`src/rtl/pc_stack_pkg.sv`:
```
// Shared constants and types for the multi-slot PC stack.
package pc_stack_pkg;

  typedef logic [3:0] nibble_t;

  localparam logic [1:0] PC_STACK_NOP  = 2'b00;
  localparam logic [1:0] PC_STACK_PUSH = 2'b01;
  localparam logic [1:0] PC_STACK_POP  = 2'b10;

  localparam logic [1:0] PC_FROM_DATA = 2'b00;
  localparam logic [1:0] PC_FROM_REG  = 2'b01;
  localparam logic [1:0] PC_FROM_INST = 2'b10;

  function automatic nibble_t select_pc_next(input logic [1:0] sel,
                                             input nibble_t    data,
                                             input nibble_t    regval,
                                             input nibble_t    inst_operand);
    nibble_t res;
    case (sel)
      PC_FROM_DATA: res = data;
      PC_FROM_REG:  res = regval;
      PC_FROM_INST: res = inst_operand;
      default:      res = 4'h0;
    endcase
    return res;
  endfunction

endpackage

```
`src/rtl/pc_stack_multi_if.sv`:
```
// Sequencer-facing signal bundle of the PC stack; master = sequencer, slave = stack.
interface pc_stack_multi_if #(
  parameter int unsigned DEPTH   = 4,
  parameter int unsigned NIBBLES = 3
);
  import pc_stack_pkg::*;

  logic                     halt;
  logic [1:0]               control;
  logic [1:0]               pc_next_sel;
  nibble_t                  regval;
  nibble_t                  data;
  nibble_t                  inst_operand;
  logic [NIBBLES-1:0]       pc_write_enable;
  logic [2:0]               cycle;
  logic                     pc_enable;
  nibble_t                  pc_word;
  logic [$clog2(DEPTH):0]   depth_count;
  logic                     overflow;
  logic                     underflow;

  modport master (
    output halt, control, pc_next_sel, regval, data, inst_operand, pc_write_enable, cycle,
    input  pc_enable, pc_word, depth_count, overflow, underflow
  );

  modport slave (
    input  halt, control, pc_next_sel, regval, data, inst_operand, pc_write_enable, cycle,
    output pc_enable, pc_word, depth_count, overflow, underflow
  );

endinterface

```
`src/rtl/pc_stack_pointer.sv`:
```
// Slot index with push/pop wrap; occupancy count and sticky overflow/underflow
// exist only when PC_STACK_FLAGS_EN is defined.
module pc_stack_pointer
  import pc_stack_pkg::*;
#(
  parameter int unsigned DEPTH = 4
) (
  input  logic                     clock,
  input  logic                     reset,
  input  logic                     halt,
  input  logic                     op_en,
  input  logic [1:0]               control,
  output logic [$clog2(DEPTH)-1:0] index,
  output logic [$clog2(DEPTH):0]   depth_count,
  output logic                     overflow,
  output logic                     underflow
);
  localparam int unsigned IdxW = $clog2(DEPTH);

  logic            push, pop;
  logic [IdxW-1:0] index_q, index_d;

  assign push = op_en && (control == PC_STACK_PUSH);
  assign pop  = op_en && (control == PC_STACK_POP);

  // Power-of-two depth: natural overflow of the index gives modulo wrap.
  always_comb begin
    index_d = index_q;
    if (push)      index_d = index_q + 1'b1;
    else if (pop)  index_d = index_q - 1'b1;
  end

  always_ff @(posedge clock) begin
    if (reset)      index_q <= '0;
    else if (!halt) index_q <= index_d;
  end

  assign index = index_q;

`ifdef PC_STACK_FLAGS_EN
  localparam int unsigned CntW = IdxW + 1;
  localparam logic [CntW-1:0] Full = CntW'(DEPTH);

  logic [CntW-1:0] count_q, count_d;
  logic            overflow_q, overflow_d;
  logic            underflow_q, underflow_d;

  always_comb begin
    count_d     = count_q;
    overflow_d  = overflow_q;
    underflow_d = underflow_q;
    if (push) begin
      if (count_q == Full) overflow_d = 1'b1;
      else                 count_d    = count_q + 1'b1;
    end else if (pop) begin
      if (count_q == '0)   underflow_d = 1'b1;
      else                 count_d     = count_q - 1'b1;
    end
  end

  always_ff @(posedge clock) begin
    if (reset) begin
      count_q     <= '0;
      overflow_q  <= 1'b0;
      underflow_q <= 1'b0;
    end else if (!halt) begin
      count_q     <= count_d;
      overflow_q  <= overflow_d;
      underflow_q <= underflow_d;
    end
  end

  assign depth_count = count_q;
  assign overflow    = overflow_q;
  assign underflow   = underflow_q;
`else
  assign depth_count = '0;
  assign overflow    = 1'b0;
  assign underflow   = 1'b0;
`endif

endmodule

```
`src/rtl/pc_stack_multi.sv`:
```
// Multi-slot PC stack: nibble-serial increment, stack index ops and nibble jump writes.
// Optional occupancy/flag logic is enabled with PC_STACK_FLAGS_EN.
module pc_stack_multi
  import pc_stack_pkg::*;
#(
  parameter int unsigned DEPTH   = 4,
  parameter int unsigned NIBBLES = 3
) (
  input  logic                   clock,
  input  logic                   reset,
  pc_stack_multi_if.slave        bus
);
  localparam int unsigned IdxW  = $clog2(DEPTH);
  localparam logic [2:0]  CycOp = 3'(NIBBLES);

  nibble_t         slot_q [DEPTH][NIBBLES];
  nibble_t         slot_d [DEPTH][NIBBLES];
  logic            carry_q, carry_d;
  logic [IdxW-1:0] index;
  nibble_t         pc_next;
  logic [4:0]      sum;
  logic            wr_done;

  pc_stack_pointer #(
    .DEPTH(DEPTH)
  ) u_pointer (
    .clock       (clock),
    .reset       (reset),
    .halt        (bus.halt),
    .op_en       (bus.cycle == CycOp),
    .control     (bus.control),
    .index       (index),
    .depth_count (bus.depth_count),
    .overflow    (bus.overflow),
    .underflow   (bus.underflow)
  );

  assign pc_next = select_pc_next(bus.pc_next_sel, bus.data, bus.regval, bus.inst_operand);

  always_comb begin
    slot_d  = slot_q;
    carry_d = carry_q;
    sum     = '0;
    wr_done = 1'b0;
    // Ripple increment: nibble 0 always adds one, higher nibbles add the saved carry.
    for (int k = 0; k < NIBBLES; k++) begin
      if (bus.cycle == 3'(k)) begin
        sum = {1'b0, slot_q[index][k]} + ((k == 0) ? 5'd1 : {4'd0, carry_q});
        slot_d[index][k] = sum[3:0];
        carry_d          = sum[4];
      end
    end
    // Jump writes: only the lowest requested nibble is taken.
    if (bus.cycle > CycOp) begin
      for (int k = 0; k < NIBBLES; k++) begin
        if (bus.pc_write_enable[k] && !wr_done) begin
          slot_d[index][k] = pc_next;
          wr_done          = 1'b1;
        end
      end
    end
  end

  always_ff @(posedge clock) begin
    if (reset) begin
      for (int d = 0; d < DEPTH; d++) begin
        for (int k = 0; k < NIBBLES; k++) begin
          slot_q[d][k] <= '0;
        end
      end
      carry_q <= 1'b0;
    end else if (!bus.halt) begin
      slot_q  <= slot_d;
      carry_q <= carry_d;
    end
  end

  always_comb begin
    bus.pc_word   = '0;
    bus.pc_enable = (bus.cycle <= CycOp);
    for (int k = 0; k < NIBBLES; k++) begin
      if (bus.cycle == 3'(k)) bus.pc_word = slot_q[index][k];
    end
  end

endmodule

```
`src/flat_wrapper.sv`:
```
// flat-port wrapper written by rule: the top's interface ports become plain ports
module pc_stack_multi_flat import pc_stack_pkg::*;
#(
  parameter int unsigned DEPTH   = 4,
  parameter int unsigned NIBBLES = 3
)
  (clock, reset, bus_halt, bus_control, bus_pc_next_sel, bus_regval, bus_data, bus_inst_operand, bus_pc_write_enable, bus_cycle, bus_pc_enable, bus_pc_word, bus_depth_count, bus_overflow, bus_underflow);
  pc_stack_multi_if #(.DEPTH(DEPTH), .NIBBLES(NIBBLES)) bus_i ();
  input  logic clock;
  input  logic reset;
  input wire logic [$bits(bus_i.halt)-1:0] bus_halt;
  input wire logic [$bits(bus_i.control)-1:0] bus_control;
  input wire logic [$bits(bus_i.pc_next_sel)-1:0] bus_pc_next_sel;
  input wire logic [$bits(bus_i.regval)-1:0] bus_regval;
  input wire logic [$bits(bus_i.data)-1:0] bus_data;
  input wire logic [$bits(bus_i.inst_operand)-1:0] bus_inst_operand;
  input wire logic [$bits(bus_i.pc_write_enable)-1:0] bus_pc_write_enable;
  input wire logic [$bits(bus_i.cycle)-1:0] bus_cycle;
  output wire logic [$bits(bus_i.pc_enable)-1:0] bus_pc_enable;
  output wire logic [$bits(bus_i.pc_word)-1:0] bus_pc_word;
  output wire logic [$bits(bus_i.depth_count)-1:0] bus_depth_count;
  output wire logic [$bits(bus_i.overflow)-1:0] bus_overflow;
  output wire logic [$bits(bus_i.underflow)-1:0] bus_underflow;
  assign bus_i.halt = bus_halt;
  assign bus_i.control = bus_control;
  assign bus_i.pc_next_sel = bus_pc_next_sel;
  assign bus_i.regval = bus_regval;
  assign bus_i.data = bus_data;
  assign bus_i.inst_operand = bus_inst_operand;
  assign bus_i.pc_write_enable = bus_pc_write_enable;
  assign bus_i.cycle = bus_cycle;
  assign bus_pc_enable = bus_i.pc_enable;
  assign bus_pc_word = bus_i.pc_word;
  assign bus_depth_count = bus_i.depth_count;
  assign bus_overflow = bus_i.overflow;
  assign bus_underflow = bus_i.underflow;
  pc_stack_multi #(.DEPTH(DEPTH), .NIBBLES(NIBBLES)) u_core (.clock(clock), .reset(reset), .bus(bus_i));
endmodule
```
`config.mk`:
```
export PLATFORM = sky130hd
export DESIGN_NAME = pc_stack_multi_flat
export DESIGN_NICKNAME = d
export VERILOG_FILES = /design/src/rtl/pc_stack_pkg.sv /design/src/rtl/pc_stack_multi_if.sv /design/src/rtl/pc_stack_pointer.sv /design/src/rtl/pc_stack_multi.sv /design/src/flat_wrapper.sv
export SDC_FILE = /design/constraint.sdc
export NUM_CORES = 1
export LEC_CHECK = 0
export CORE_MARGIN = 2
export CORE_UTILIZATION = 31
export DETAILED_ROUTE_END_ITERATION = 8
export PLACE_DENSITY = 0.61
export SLEW_MARGIN = 20
export SYNTH_ARGS = -nofsm -noshare
export SYNTH_HDL_FRONTEND = slang
export SYNTH_SLANG_ARGS = --single-unit
```
`constraint.sdc`:
```
create_clock -name clock -period 3.1 [get_ports clock]
set_input_delay 0.93 -clock clock [delete_from_list [all_inputs] [get_ports clock]]
set_output_delay 0.93 -clock clock [all_outputs]
set_load 0.005 [all_outputs]
```
Word level (Yosys, flattened, before mapping)
Cells that the tools add are included.
Storage, ports and cells
  bits of input ports: 25
  word-level logic and storage cells: 82
  output and inout port bits: 10
  flip-flop bits (word level): 51
Cells by class
  equality and inequality tests: 7
  add/subtract/negate cells: 5
  bitwise logic cells: 2
  reductions and logical operators: 13
  magnitude comparators: 4
  multiplexer cells: 37
Operator list (count)
  $mux 48: 9
  $bwmux 48: 6
  $demux 12 s2: 3
  $mux 12: 3
  $bmux 12 s2: 1
  $mux 4: 4
  $pmux 4 s3: 1
  $add 4x1->5: 2
  $mux 8: 1
  $mux 1: 7
  $eq 3x2->1 const B: 2
  $add 4x1->5 const B: 1
  $logic_and 1x1->1: 5
  $eq 2x1->1 const B: 2
  $eq 2x2->1 const B: 2
  $mux 2: 2
  $reduce_and 2->1: 2
  $eq 3x1->1 const B: 1
  $ge 3x3->1 const B: 1
  $gt 3x2->1 const B: 1
  $le 3x2->1 const B: 1
  $logic_not 3->1: 1
  $lt 3x1->1 const B: 1
  $not 2->3: 1
  other kinds (7): 8

Depth between registers and ports, before layout
Gate-level depths: netlist of the first run.
  depth in word-level cells: 20
  depth in mapped cells: 10
  gate-level depth less buffers: 7

Hierarchy
From an unflattened synthesis of the first run, not the netlist that was laid out.
Unflattened totals
  cells, all modules: 431
  area, all modules: 3569.7 um2
Modules (own cells, without submodules)
  pc_stack_multi: times used 1, area each 3410.8 um2, cells an instance 412, seq. area each 980.9 um2
  pc_stack_pointer: times used 1, area each 158.9 um2, cells an instance 19, seq. area each 40.0 um2

Worst setup path after synthesis of the first run
OpenSTA, ideal clock, no wires.
  kind: reg-to-output
  from: register u_core.u_pointer.index_q[0] (netlist: u_core.u_pointer.index[0])
  to: output port bus_pc_word[3]
  data arrival time: 1.528 ns
  path buffers: 2
  setup slack: 0.642 ns
  cell stages (with the launch flop): 8
  required time: 2.170 ns
  cell sequence: dfxtp_1 buf_6 buf_12 mux4_1 mux2i_1 nor2_1 a21oi_1 nor2_1
Between the ends
  longest elaborated chain between the ends: 7
Ends and longest elaborated chain
  start: declaration: RTL line pc_stack_pointer.sv:21  | logic [IdxW-1:0] index_q, index_d;
  start signal: assignment: RTL line pc_stack_pointer.sv:35  | else if (!halt) index_q <= index_d;
  $not 2->3 (not written as such) (*): RTL line pc_stack_multi.sv:82  | if (bus.cycle == 3'(k)) bus.pc_word = slot_q[index][k];
  $bmux 12 s2 (*): RTL line pc_stack_multi.sv:82
  $mux 12 (not written as such) (*) (2 in series): RTL line pc_stack_multi.sv:82
  $mux 4 (2 in series): RTL line pc_stack_multi.sv:82
  $mux 4 (*): RTL line pc_stack_multi.sv:82
  end: declaration: RTL line flat_wrapper.sv:20  | output wire logic [$bits(bus_i.pc_word)-1:0] bus_pc_word;
Every way passes the cells marked *; elsewhere a longest branch is shown, timed or not. The select of a mux whose other input is x is not followed.

Worst setup path after layout of the first run
  from: register u_core.u_pointer.index_q[0] (netlist: u_core.u_pointer.index[0])
  to: output port bus_pc_word[2]
The elaborated chain is that of the path after synthesis.

==> results of run 1 <==
cells in the final DEF (no fill, tap or decap), types with 3 or more instances in the layout:
master,Yosys,routed
nor2_1,60,60
dfxtp_1,51,51
nand2_1,48,48
buf_4,7,34
a21oi_1,33,33
o21ai_0,31,31
a211oi_1,24,24
clkdlybuf4s50_1,0,23
o22ai_1,21,21
nor3_1,13,13
nand3_1,10,10
mux4_2,6,8
mux2i_1,8,8
clkbuf_8,1,7
ha_1,5,5
conb_1,1,5
mux4_1,6,4
o31ai_1,4,4
nand2b_1,4,4
xor2_1,4,4
o221ai_1,4,4
o2111ai_1,4,4
o32ai_1,4,4
buf_2,6,4
xnor2_1,3,3
a2bb2oi_1,3,3
a31oi_1,3,3
inv_1,4,3
path summary, 6_finish.rpt:
check | slack [ns] | end | cells past startpoint
hold / removal | 0.49 | u_core.slot_q[7] | 2
setup / recovery | 0.11 | bus_pc_word[2] | 7
setup reg to reg | 0.65 | u_core.slot_q[10] | 8
hold reg to reg | 0.49 | u_core.slot_q[7] | 2
registers in the layout (all words and copies together), names as in the netlist:
name                    count
u_core.slot_q              48
u_core.carry_q              1
u_core.u_pointer.index      2
power groups by stage:
stage	Sequential, mW	Clock [mW]	Combinational [mW]
after floorplan	0.690	0	0.162
after global placement	0.692	0	0.260
after detailed placement	0.692	0	0.261
after CTS	0.677	0.458	0.266
after global routing	0.679	0.486	0.293
final	0.677	0.444	0.271
cell families (layout without fill, tap and decap cells):
kind of cell	after synthesis	count (layout)	synth area share, %
AOI/OAI and AO/OA	143	143	27.3
xor gates and xnor gates	9	9	2.78
adders and majority gates	5	5	1.85
buffers and inverters	38	79	6.22
DFF	51	51	30.2
muxes	20	20	11.0
other	1	5	0.111
and+or+nand+nor	152	152	20.4
worst max-delay path: cells and delay by family (launching register included):
family,cells,cell delay [ns]
DFF,1,0.37
muxes,2,0.79
and+or+nand+nor,2,0.13
buffers and inverters,2,0.31
AOI/OAI and AO/OA,1,0.12
per-stage QoR:
stage                     util, %  instance area [um^2]  TNS [ns]
after floorplan                 -                  3390         0
after global placement       36.5                  3930     -1.08
after detailed placement     36.5                  3930     -1.25
after CTS                    37.7                  4050         0
after global routing         37.7                  4050         0
final                        37.7                  4050         0
layer usage:
layer  vias up  share of wire (%)  global-route usage (%)  wire length, um
li1       1635                  -                       -                -
met4         0                2.1                    6.50              218
met1      1606                 45                    24.2             4740
met5         -                  0                       0                0
met3        19                8.6                    4.22              897
met2       165                 44                    29.5             4610
layout make-up:
type,instances,area (um^2),area share [%]
Multi-Input combinational cell,334,2160,53.4
Sequential cell,51,1020,25.2
Timing Repair Buffer,66,569,14.1
Tap cell,140,175,4.33
Clock buffer,7,96.3,2.38
Inverter,5,18.8,0.464
Clock inverter,1,7.51,0.185
what timing repair did:
action,CTS,global route
setup buffers,4,0
gates cloned,0,0
hold buffers,0,0
pin swaps,3,0
setup endpoints to repair,4,3
resized for setup,20,4
==> flow_metrics.py, run 1 <==
metrics = {
    "yosys": {
        "synth_top_cell_by_area": "dfxtp_1",
        "synth_warnings": 0,
        "syn_area_per_cell_um2": 8.06,
        "synth_seq_cells": 51,
        "synth.area.top_cells": "dfxtp_1 (30%), nor2_1 (6.7%), a211oi_1 (5.3%), nand2_1 (5.3%), a21oi_1 (4.9%)",
        "netlist_instances": 419,
        "syn_area_um2": 3380,
        "async_flop_share_pct": 0,
        "synth_ff_type": "dfxtp_1",
        "synth_commonest_cells": "nor2_1 (60), dfxtp_1 (51), nand2_1 (48)",
        "synth_most_common_cell": "nor2_1",
        "synth_edf_count": 0,
        "ys_seq_area_share_pct": 30.2,
        "synth_cell_types": 53,
        "synth_top_cell_area_share_pct": 30.2,
    },
    "place": {
        "placed_cells": 592,
        "pre_cts_ws_ns": -0.340,
        "port_buffers": 29,
        "gp_congestion": 0.943,
        "post-dp-hpwl_mm": 7.66,
    },
    "routing": {
        "vias_per_cell": 5.67,
        "dr.pass1.iters": 7,
        "ant_nets": 0,
        "route.detailed.wl_per_inst_um": 17.3,
        "wirelength_mm": 10.5,
        "vias": 3425,
        "drc": 0,
        "dr.first_iter.drc_count": 234,
    },
    "grt": {
        "grt_pass1_wl_mm": 16.9,
        "gr-usage-all-layers_pct": 18.4,
        "grt_pass1_vias": 3203,
        "antenna_found_initial": 0,
        "gr-total-overflow": 0,
        "grt_start_max_net_pins": 46,
    },
    "critical_path": {
        "cp.arrival_ns": 2.06,
        "crit_path_end_kind": "primary output",
        "cp_max_fo": 15,
        "worst_setup_path_start_kind": "flop",
        "required_ns": 2.17,
        "r2r_start": "u_core.u_pointer.index[0]",
        "critPathMaxStageDelay_ns": 0.63,
        "startpoint": "u_core.u_pointer.index[0]",
        "worstPathCellList": "buf_12 > mux4_1 > mux2i_1 > nor2_1 > a21oi_1 > nor2_1 > buf_2",
        "crit_top_cell": "nor2_1",
        "critical_path_class": "flop to primary output",
        "cp_slowest_cell": "mux4_1",
    },
    "power": {
        "power_density_nw_per_um2": 344,
        "worst_ir_drop_vdd_v": 0.000168,
        "seqPwrFrac_pct": 48.6,
        "p_sw_share_pct": 28.9,
        "power_frac_comb_pct": 19.5,
        "clkPwrFrac_pct": 31.9,
        "p_int_mw": 0.991,
        "p_leak_nw": 1.46,
        "power_mw": 1.39,
        "power_switching_mw": 0.402,
    },
    "min_path": {
        "min_from": "u_core.slot_q[7]",
        "hold_path_class": "flop to flop",
    },
    "layout": {
        "layout.nets": 493,
        "fillers": 1118,
        "diodes": 0,
        "drive_gt1_share_pct": 15.5,
        "final_cells": 604,
        "synthToLayoutAreaGrowth_pct": 19.9,
    },
    "sta": {
        "final_hold_viol_count": 0,
        "skew_ns": 0.0114,
        "fmax_mhz": 335,
        "tightest_slew_ns": 0.507,
        "rsz0062_at_grt": "false",
        "period_share_pct": 96.4,
        "slew_viol_final": 0,
        "holdWs_ns": 0.487,
        "max-slew-margin-rel_pct": 66.2,
        "min_period_ns": 2.99,
        "setup_slack_ns": 0.111,
        "setup_viol": 0,
    },
    "run_status": {
        "outcome": "finished, final reports clean",
    },
    "floorplanning": {
        "die_h_um": 108,
        "die_w_um": 108,
        "num_rows": 38,
        "die-area_um2": 11700,
        "io_pins": 35,
        "core-area_um2": 10700,
        "start_util_pct": 31.4,
    },
    "clocking": {
        "cts.htree.levels": 2,
        "cts_tree": "yes",
        "clk_pin_slew_ns": 0.10,
        "clock_sinks": 51,
        "clk_path_buf_depth": 2,
        "numCtsBuffers": 5,
        "cts_root_buf": "clkbuf_8",
        "worst_skew_pair.late_latency_ns": 0.32,
    },
    "flow_run": {
        "drv_cap": 0,
    },
}
Note: power is estimated with default switching activity, not from simulation.
==> run 2, diff against run 1 <==
--- a/config.mk
+++ b/config.mk
@@ -5,7 +5,6 @@
 export SDC_FILE = /design/constraint.sdc
 export NUM_CORES = 1
 export LEC_CHECK = 0
-export CORE_MARGIN = 2
 export CORE_UTILIZATION = 31
 export DETAILED_ROUTE_END_ITERATION = 8
 export PLACE_DENSITY = 0.61
==> flow_metrics.py, run 2 (synthesis gave the netlist of run 1 again) <==
metrics = {
    "run_status": {
        "outcome": "finished, final reports clean",
    },
    "sta": {
        "final_hold_viol_count": 0,
        "setup_viol": 0,
        "fmax_mhz": 332,
        "period_share_pct": 97.2,
        "min_period_ns": 3.01,
        "tns_ns": 0,
        "slew_viol_final": 0,
        "setup_slack_ns": 0.0864,
        "holdWs_ns": 0.488,
        "rsz0062_at_grt": "false",
        "skew_ns": 0.00772,
    },
    "clocking": {
        "cts.htree.levels": 2,
        "clk_path_buf_depth": 2,
        "postCtsHoldBufs": 0,
        "cts_root_buf": "clkbuf_8",
        "cts_tree": "yes",
        "clk_pin_slew_ns": 0.10,
        "numCtsBuffers": 5,
        "clock_sinks": 51,
        "worst_skew_pair.late_latency_ns": 0.31,
    },
    "min_path": {
        "hold_path_class": "flop to flop",
    },
    "layout": {
        "layout_commonest_cell": "nor2_1",
        "fillers": 1130,
        "utilization_pct": 38.1,
        "largest_reg_flops": 48,
        "layout.nets": 483,
        "synthToLayoutAreaGrowth_pct": 18.1,
        "mostFrequentLayoutCells": "nor2_1 (60), dfxtp_1 (51), nand2_1 (48), a21oi_1 (33), o21ai_0 (31)",
        "top_register": "u_core.slot_q",
        "drive_gt1_share_pct": 13.2,
        "diodes": 0,
    },
    "critical_path": {
        "cp.arrival_ns": 2.08,
        "cp_slowest_cell": "mux4_1",
        "cp_max_fo": 19,
        "worst-path-buf-inv": 2,
        "required_ns": 2.17,
        "cpLargestDelayFamily": "multiplexers",
        "critPathMaxStageDelay_ns": 0.62,
        "worstPathCellList": "buf_12 > mux4_1 > mux2i_1 > nor2_1 > a21oi_1 > nor2_1 > buf_2",
        "crit_path_end_kind": "primary output",
        "crit_top_cell": "nor2_1",
        "critical_path_class": "flop to primary output",
        "worst_setup_path_start_kind": "flop",
    },
    "floorplanning": {
        "die_w_um": 106,
        "io_pins": 35,
        "start_util_pct": 32.3,
        "die-area_um2": 11300,
        "die_h_um": 106,
        "num_rows": 37,
        "core-area_um2": 10500,
    },
    "power": {
        "worst_ir_drop_vdd_v": 0.000181,
        "power_mw": 1.34,
        "power_density_nw_per_um2": 335,
        "p_leak_nw": 1.42,
    },
    "grt": {
        "grt_pass1_wl_mm": 16.8,
        "gr-total-overflow": 0,
        "grt_pass1_vias": 3289,
        "antenna_found_initial": 0,
        "gr-usage-all-layers_pct": 18.7,
        "grt_start_max_net_pins": 45,
    },
    "flow_run": {
        "drv_cap": 0,
    },
    "place": {
        "port_buffers": 29,
        "gp_congestion": 0.870,
        "pre_cts_ws_ns": -0.371,
        "post-dp-hpwl_mm": 7.44,
    },
    "routing": {
        "drc": 0,
        "dr.pass1.iters": 5,
        "dr.first_iter.drc_count": 251,
        "vias_per_cell": 5.72,
        "wirelength_mm": 10.3,
        "route.detailed.wl_per_inst_um": 17.4,
        "ant_nets": 0,
        "vias": 3372,
    },
}
[run 2: cell count changes in the layout (fill, tap and decap cells not counted)]
cell,previous run,this run
buf_4,34,22
buf_6,2,1
buf_12,1,4
clkbuf_1,0,1
inv_2,1,0
inv_1,3,4
clkinv_2,0,1
dlygate4sd2_1,1,0
clkbuf_8,7,5
dlymetal6s2s_1,1,2
[run 2: path summary, 6_finish.rpt]
check,from,to,slack (ns),depth (start not counted)
hold reg to reg,u_core.slot_q[19],u_core.slot_q[19],0.49,2
hold / removal,u_core.slot_q[19],u_core.slot_q[19],0.49,2
setup / recovery,u_core.u_pointer.index[0],bus_pc_word[3],0.09,7
setup reg to reg,u_core.u_pointer.index[0],u_core.slot_q[42],0.65,8
[run 2: repair_timing]
action / CTS / global route
endpoints found under the setup margin: 4 / 5
buffers inserted: 1 / 0
gates resized for setup: 19 / 4
pin swaps: 4 / 1
[run 2: final cells by class]
class | count | area (um^2) | area share (%)
Multi-Input combinational cell | 334 | 2160 | 54.2
Sequential cell | 51 | 1020 | 25.6
Timing Repair Buffer | 56 | 532 | 13.3
Tap cell | 136 | 170 | 4.27
Clock buffer | 6 | 72.6 | 1.82
Inverter | 5 | 18.8 | 0.471
Clock inverter | 2 | 12.5 | 0.314
[run 2: power breakdown]
group          total (mW)  internal [mW]  switching (mW)  leakage (nW)
Combinational       0.266          0.117           0.149         0.968
Sequential          0.678          0.669         0.00949         0.413
Clock               0.391          0.159           0.232        0.0412
Total                1.34          0.945           0.390          1.42
[run 2: worst min-delay path: stages, from the launching register on]
cell	delay, ns
dfxtp_1	0.34
nand2_1	0.05
o21ai_0	0.06
[run 2: stage by stage]
stage               instances  area, um^2
CTS                       590        3990
global route              590        3990
detailed placement        581        3890
floorplan                 423        3390
finish                    590        3990
global placement          581        3890
[run 2: routing by layer]
layer	GRT usage [%]	share of wire, %	vias up
met2	32.1	48	131
met3	2.94	6.7	18
li1	-	-	1618
met4	6.05	1.8	0
met5	0	0	-
met1	23.7	43	1605
==> run 3, diff against run 2 <==
--- a/config.mk
+++ b/config.mk
@@ -5,9 +5,9 @@
 export SDC_FILE = /design/constraint.sdc
 export NUM_CORES = 1
 export LEC_CHECK = 0
-export CORE_UTILIZATION = 31
+export CORE_UTILIZATION = 57
 export DETAILED_ROUTE_END_ITERATION = 8
-export PLACE_DENSITY = 0.61
+export PLACE_DENSITY = 0.92
 export SLEW_MARGIN = 20
 export SYNTH_ARGS = -nofsm -noshare
 export SYNTH_HDL_FRONTEND = slang
==> flow_metrics.py, run 3 (synthesis gave the netlist of run 1 again) <==
metrics = {
    "clocking": {
        "cts_root_buf": "clkbuf_8",
        "numCtsBuffers": 5,
        "clk_pin_slew_ns": 0.10,
        "clk_path_buf_depth": 2,
        "clock_sinks": 51,
        "cts.htree.levels": 2,
        "worst_skew_pair.late_latency_ns": 0.32,
        "cts_tree": "yes",
        "postCtsHoldBufs": 0,
    },
    "floorplanning": {
        "die_w_um": 79.0,
        "num_rows": 27,
        "start_util_pct": 60.2,
        "io_pins": 35,
        "die-area_um2": 6240,
        "core-area_um2": 5610,
        "die_h_um": 79.0,
    },
    "sta": {
        "setup_viol": 0,
        "final_hold_viol_count": 0,
        "max-slew-margin-rel_pct": 54.6,
        "slew_viol_final": 0,
        "min_period_ns": 3.04,
        "setup_slack_ns": 0.0587,
        "skew_ns": 0.0116,
        "tightest_slew_ns": 0.681,
        "rsz0062_at_grt": "false",
        "fmax_mhz": 329,
        "period_share_pct": 98.1,
    },
    "layout": {
        "final_cells": 532,
        "layout_commonest_cell": "nor2_1",
        "diodes": 0,
        "drive_gt1_share_pct": 15.2,
        "design_area_um2": 3990,
        "top_register": "u_core.slot_q",
        "layout.nets": 489,
        "fillers": 430,
        "mostFrequentLayoutCells": "nor2_1 (60), dfxtp_1 (49), nand2_1 (48), a21oi_1 (32), o21ai_0 (31)",
        "utilization_pct": 71.2,
        "largest_reg_flops": 48,
        "synthToLayoutAreaGrowth_pct": 18.3,
    },
    "critical_path": {
        "worstPathCellList": "buf_12 > mux4_2 > mux2i_1 > nor2_1 > a21oi_1 > nor2_1 > clkdlybuf4s15_1",
        "cp_slowest_cell": "mux4_2",
        "cp.arrival_ns": 2.11,
        "cp_max_fo": 10,
        "worst_setup_path_start_kind": "flop",
        "reg2reg_slack_ns": 0.36,
        "crit_top_cell": "nor2_1",
        "r2r_start": "u_core.u_pointer.index[0]",
        "r2r_cells": 9,
        "required_ns": 2.17,
        "r2r-end": "u_core.slot_q[38]",
        "crit_path_end_kind": "primary output",
        "critical_path_class": "flop to primary output",
        "critPathMaxStageDelay_ns": 0.57,
    },
    "power": {
        "worst_ir_drop_vdd_v": 0.000187,
        "power_frac_comb_pct": 18.3,
        "p_int_mw": 1.11,
        "clkPwrFrac_pct": 36.9,
        "p_sw_share_pct": 26.9,
        "power_switching_mw": 0.409,
        "seqPwrFrac_pct": 44.8,
        "p_leak_nw": 1.45,
        "power_density_nw_per_um2": 380,
    },
    "place": {
        "dpl_cell_area_um2": 3790,
        "pre_cts_ws_ns": -0.289,
        "port_buffers": 29,
        "post-dp-hpwl_mm": 7.22,
        "gp_congestion": 0.917,
        "placed_cells": 517,
    },
    "flow_run": {
        "drv_cap": 0,
    },
    "routing": {
        "dr.first_iter.drc_count": 754,
        "wirelength_mm": 11.1,
        "drc": 0,
        "vias": 3844,
        "ant_nets": 0,
        "route.detailed.wl_per_inst_um": 20.8,
        "dr.pass1.iters": 7,
        "vias_per_cell": 7.23,
    },
    "grt": {
        "grt_pass1_wl_mm": 17.1,
        "grt_pass1_vias": 3677,
        "antenna_found_initial": 0,
        "gr-usage-all-layers_pct": 35.6,
        "gr-total-overflow": 0,
        "grt_start_max_net_pins": 46,
    },
    "min_path": {
        "whs_endpoint": "u_core.slot_q[15]",
        "hold_path_depth": 2,
        "hold_path_class": "flop to flop",
        "min_from": "u_core.slot_q[15]",
    },
    "run_status": {
        "outcome": "finished, final reports clean",
    },
}
==> run 3: cell count changes in the layout (fill, tap and decap cells not counted), sizes merged <==
cell,change
bufinv,+2
clkbuf,+2
clkdlybuf4s15,+2
dlymetal6s2s,-1
buf,+2
clkinvlp,-1
clkinv,-1
clkdlybuf4s50,+1
==> run 3: power by group through the flow <==
stage / Sequential (mW) / Clock, mW / Combinational, mW
after floorplan: 0.690 / 0 / 0.162
after global placement: 0.693 / 0 / 0.244
after detailed placement: 0.694 / 0 / 0.252
after CTS: 0.679 / 0.555 / 0.259
after global routing: 0.682 / 0.580 / 0.294
final: 0.681 / 0.560 / 0.278
==> run 3: routing by layer <==
layer  up-vias  global-route usage, %  part of all wire [%]
met2       381                   56.4                    44
met5         -                  0.909                     0
li1       1630                      -                     -
met1      1710                   40.2                    35
met4         0                   24.5                   6.9
met3       123                   12.0                    14
==> run 3: what timing repair did <==
| item | in CTS | in global routing |
|---|---|---|
| resized for setup | 15 | 9 |
| buffers inserted | 2 | 4 |
| setup endpoints to repair | 4 | 4 |
| pin swaps | 0 | 1 |
| cloned | 0 | 1 |
==> run 3: critical path: cells and delay by family (launching register included) <==
family	cells	cell delay (ns)
buffers and inverters	2	0.37
DFF	1	0.40
muxes	2	0.74
AOI/OAI and AO/OA	1	0.14
and+or+nand+nor	2	0.13
==> run 3: cell type report <==
type / count / area [um^2] / share of cell area, %
multi-input cells: 334 / 2160 / 54.1
well taps: 72 / 90.1 / 2.26
inverters: 5 / 18.8 / 0.470
clock buffers: 6 / 72.6 / 1.82
repair buffers: 62 / 568 / 14.2
clock inverters: 2 / 60.1 / 1.50
flip-flops and latches: 51 / 1020 / 25.6
==> run 3: how the worst max path moves through the flow <==
stage,depth (start not counted),slack (ns),endpoint,start
2_1_floorplan,7,0.64,bus_pc_word[3],u_core.u_pointer.index[0]
3_3_place_gp,6,-0.24,bus_pc_word[0],bus_cycle[0]
3_5_place_dp,6,-0.29,bus_pc_word[2],bus_cycle[0]
4_1_cts,8,-0.003,bus_pc_word[2],bus_cycle[0]
5_1_grt,7,0.007,bus_pc_word[0],u_core.u_pointer.index[0]
6_report,7,0.06,bus_pc_word[0],u_core.u_pointer.index[0]
==> run 3: metrics by stage <==
step	power (mW)	hold WS (ns)	TNS [ns]
floorplan	0.851	0.439	0
global placement	0.937	0.457	-0.935
detailed placement	0.946	0.476	-1.05
CTS	1.49	0.493	-0.00264
global route	1.56	0.525	0
finish	1.52	0.503	0
==> edit 1, RTL diff (flow settings as in run 3) <==
The option `PC_STACK_FLAGS_EN` is turned on by a define.
--- a/src/rtl/pc_stack_pointer.sv
+++ b/src/rtl/pc_stack_pointer.sv
@@ -1,4 +1,6 @@
 // Slot index with push/pop wrap; occupancy count and sticky overflow/underflow
 // exist only when PC_STACK_FLAGS_EN is defined.
+`define PC_STACK_FLAGS_EN
+
 module pc_stack_pointer
   import pc_stack_pkg::*;
Function: changed (Yosys sat finds a counterexample within 4 cycles, from zero or initial values and one cycle with reset high).
==> edit 1 against run 3 <==
Setup slack lost 3.1 ps. Maximum frequency is 0.10% lower. Combinational power is 6% higher. Synthesized area up 9.9%. Total power decreased by 3.7%. Critical path depth up 1. Wire length down 0.88%. Sequential cell count rose by 5. Sequential share of layout area about the same. Final cell count rose by 6.6%. Clock skew is 2.2 ps lower. Final area rose by 10%. Critical endpoint unchanged. Largest cell class unchanged. Largest power group unchanged.
==> edit 1: results (changes against run 3) <==
| Metric | Value |
|---|---|
| Status | `completed` |
| Fraction of layout cells with a size suffix above 1 | `17.6% (+2.3 points)` |
| Placed cell area | `0.00416 mm^2 (+9.7%)` |
| Post-synthesis mux area share | `9.78% (-1.3 points)` |
| GPL Wtd Cong | `0.908 (-0.93%)` |
| # placed instances | `548 (+6.0%)` |
| Power per cell area | `333 mW/mm^2 (-12%)` |
| Clk sinks | `56 (+9.8%)` |
| Tmin final | `3040 ps (+3.13 ps)` |
| Area grow syn2layout | `18.5%` |
| Count of multi-input gates | `348 (+4.2%)` |
| Tap Cells | `77 (+6.9%)` |
| Layout clock area frac | `2.05% (-1.3 points)` |
| Routed vias | `3932 (+2.3%)` |
| Synth top area cells | `dfxtp_1 (30%), a211oi_1 (6.3%), a21oi_1 (6.2%)` |
| Clkbuf count | `8 (+2)` |
| Multi-input combinational area share | `54.3% (+0.21 points)` |
| Non-clk bufs | `71 (+15%)` |
| Sequential area share after synthesis | `30.2% (about the same)` |
| Worst-path maximum fanout | `5 (-5)` |
| Peak supply drop | `0.206 mV (+10%)` |
| Reg-to-reg slack, setup | `540 ps (+180 ps)` |
| Largest net degree at the start of global routing | `44 (-4.3%)` |
| Gate Count Post-Synth | `444 (+6.0%)` |
| Total Routing Usage GR | `34.5% (-1.0 points)` |
| First-pass GRT wire length | `17.8 mm (+4.0%)` |
| Yosys cell types | `66 (+25%)` |
| WHS | `480 ps (-23.5 ps)` |
| Vias in the first global route | `3781 (+2.8%)` |
| Hold path start | `u_core.u_pointer.underflow` |
| P_comb | `295 uW (+6%)` |
| Inverter count | `7 (+2)` |
| Avg Vias per Cell | `6.93 (-4.0%)` |
| Iteration-0 DRC Markers | `483 (-36%)` |
| Placement Setup Slack | `-328 ps (-39.3 ps)` |
| Clk_skew | `9.40 ps (-2.18 ps)` |
| Post-CTS setup repair buffer count | `6 (+4)` |
edit 1: cell types whose count changed in the layout (fill, tap and decap cells not counted), moves of 4 or more:
cell / delta
a21oi_1: +12
o21ai_0: -7
dfxtp_1: +5
nand3_1: +7
nor2_1: -7
nand2_1: -17
o31ai_1: -4
conb_1: -5
o2bb2ai_1: +4
a31oi_1: +6
a211oi_1: +6
edit 1: metal layers:
| layer | track usage (%) | vias to the layer above | wire [um] |
|---|---|---|---|
| met4 | 19.1 | 0 | 538 |
| met1 | 41.2 | 1836 | 4140 |
| met3 | 5.82 | 67 | 1080 |
| met2 | 58.7 | 264 | 5220 |
| met5 | 0 | - | 0 |
| li1 | - | 1765 | - |
edit 1: logic make-up (layout without fill, tap and decap cells):
kind of cell / after synthesis / in the layout
AND/OR/NAND/NOR: 151 / 151
AO/OA/AOI/OAI: 161 / 161
buffers and inverters: 40 / 86
XOR/XNOR: 10 / 10
adder cells (fa/ha/maj): 6 / 6
multiplexers: 20 / 20
flip-flops: 56 / 56
==> edit 2, RTL diff (settings of run 3) <==
Without the edit above. `DEPTH` is set to 4 in 4 places; all go to 2.
--- a/src/rtl/pc_stack_multi_if.sv
+++ b/src/rtl/pc_stack_multi_if.sv
@@ -1,5 +1,5 @@
 // Sequencer-facing signal bundle of the PC stack; master = sequencer, slave = stack.
 interface pc_stack_multi_if #(
-  parameter int unsigned DEPTH   = 4,
+  parameter int unsigned DEPTH   = 2,
   parameter int unsigned NIBBLES = 3
 );
--- a/src/rtl/pc_stack_pointer.sv
+++ b/src/rtl/pc_stack_pointer.sv
@@ -4,5 +4,5 @@
   import pc_stack_pkg::*;
 #(
-  parameter int unsigned DEPTH = 4
+  parameter int unsigned DEPTH = 2
 ) (
   input  logic                     clock,
--- a/src/rtl/pc_stack_multi.sv
+++ b/src/rtl/pc_stack_multi.sv
@@ -4,5 +4,5 @@
   import pc_stack_pkg::*;
 #(
-  parameter int unsigned DEPTH   = 4,
+  parameter int unsigned DEPTH   = 2,
   parameter int unsigned NIBBLES = 3
 ) (
--- a/src/flat_wrapper.sv
+++ b/src/flat_wrapper.sv
@@ -2,5 +2,5 @@
 module pc_stack_multi_flat import pc_stack_pkg::*;
 #(
-  parameter int unsigned DEPTH   = 4,
+  parameter int unsigned DEPTH   = 2,
   parameter int unsigned NIBBLES = 3
 )
Ports: changed (resized bus_depth_count); port bits go from 35 to 34. No check against the original RTL was run, so the function may have changed too.
==> edit 2 against run 3 <==
Setup slack got worse by 28 ps. Synthesized area decreased by 41%. First-iteration DRC count fell by 62%. Wire length is 47% lower. Sequential cell count decreased by 25. Synthesized cell count down 41%. Total power shrank 52%. Register-to-register slack better by 750 ps. Combinational power is 34% lower. Final area down 39%. Largest power group unchanged.
==> edit 2: results (changes against run 3) <==
| Metric | Value |
|---|---|
| Clock root buffer | `clkbuf_4` |
| Met1 Use GR | `47.6% (+7.4 points)` |
| CP arrival | `2140 ps (+30 ps)` |
| Layout fillers | `276 (-36%)` |
| Latest clock arrival within the worst-skew pair | `340 ps (+20 ps)` |
| First-pass GRT wire length | `9.23 mm (-46%)` |
| Gate Count Post-Synth | `248 (-41%)` |
| Vias in the first global route | `1869 (-49%)` |
| Seq_cells | `26 (-49%)` |
| GR Util met2 | `50.9% (-5.4 points)` |
| Fin nets | `309 (-37%)` |
| Buffer share of cell area | `17.0% (+2.8 points)` |
| Layout clock area frac | `1.50% (-1.8 points)` |
| Yosys cell types | `56 (+5.7%)` |
| XOR/XNOR Fraction of Synth Area | `2.20% (-0.58 points)` |
| Detailed placement HPWL | `4.27 mm (-41%)` |
| Peak supply drop | `0.185 mV (-1.5%)` |
| Post-Synth Adder-Cell Area | `3.14% (+1.3 points)` |
| Fraction of layout cells with a size suffix above 1 | `14.7% (-0.47 points)` |
| Largest net degree at the start of global routing | `40 (-13%)` |
| GPL Wtd Cong | `0.970 (+5.8%)` |
| Non-filler cells, final | `324 (-39%)` |
| Total Routing Usage GR | `33.8% (-1.8 points)` |
| Synth top cells by count | `dfxtp_1 (26), o21ai_0 (20), nand2_1 (19), nand3_1 (15), inv_1 (13)` |
| DRT met1 WL | `2.38 mm (-39%)` |
| Synth top area cells | `dfxtp_1 (26%), mux2_2 (5.1%), o21ai_0 (5.0%)` |
| Iteration-0 DRC Markers | `286 (-62%)` |
| Non-clk bufs | `44 (-29%)` |
| Final wirelength | `5.89 mm (-47%)` |
| Wire length on met2 | `2.79 mm (-43%)` |
| Status | `completed` |
==> edit 2: stage by stage <==
step / util [%] / worst slack [ps] / setup TNS, ps
2_1_floorplan: - / 396 / 0
3_3_place_gp: 70.9 / -476 / -1500
3_5_place_dp: 70.9 / -507 / -1710
4_1_cts: 71.9 / 4.18 / 0
5_1_grt: 72.6 / -16.3 / -44.4
6_report: 72.6 / 31.1 / 0
==> edit 2: logic make-up (layout without fill, tap and decap cells) <==
group / Yosys count / count (layout)
XOR/XNOR: 5 / 5
other: 1 / 4
AO/OA/AOI/OAI: 81 / 81
adder cells (fa/ha/maj): 5 / 5
flip-flops: 26 / 26
buffers and inverters: 34 / 61
AND/OR/NAND/NOR: 78 / 78
multiplexers: 18 / 18
==> edit 2: power by group through the flow <==
stage | logic [mW] | clock network, mW | registers (mW)
floorplan | 0.108 | 0 | 0.360
global placement | 0.171 | 0 | 0.363
detailed placement | 0.176 | 0 | 0.364
CTS | 0.176 | 0.179 | 0.356
global route | 0.198 | 0.197 | 0.359
finish | 0.183 | 0.186 | 0.357
==> edit 2: path summary, 6_finish.rpt <==
| path | start | to | depth (start not counted) |
|---|---|---|---|
| setup / recovery | bus_cycle[0] | bus_pc_word[3] | 6 |
| hold / removal | u_core.slot_q[4] | u_core.slot_q[4] | 2 |
| setup reg to reg | u_core.u_pointer.index | flop | 6 |
| hold reg to reg | u_core.slot_q[4] | u_core.slot_q[4] | 2 |
==> edit 2: timing repair <==
| action | CTS | global route |
|---|---|---|
| buffers inserted | 0 | 0 |
| setup endpoints to repair | 4 | 3 |
| pin swaps | 1 | 1 |
| gates resized for setup | 8 | 5 |
==> edit 2: critical path: stages <==
cell,delay (ps)
clkdlybuf4s50_1,470
inv_1,60
buf_4,140
nor3_2,170
o21a_1,130
dlygate4sd2_1,230
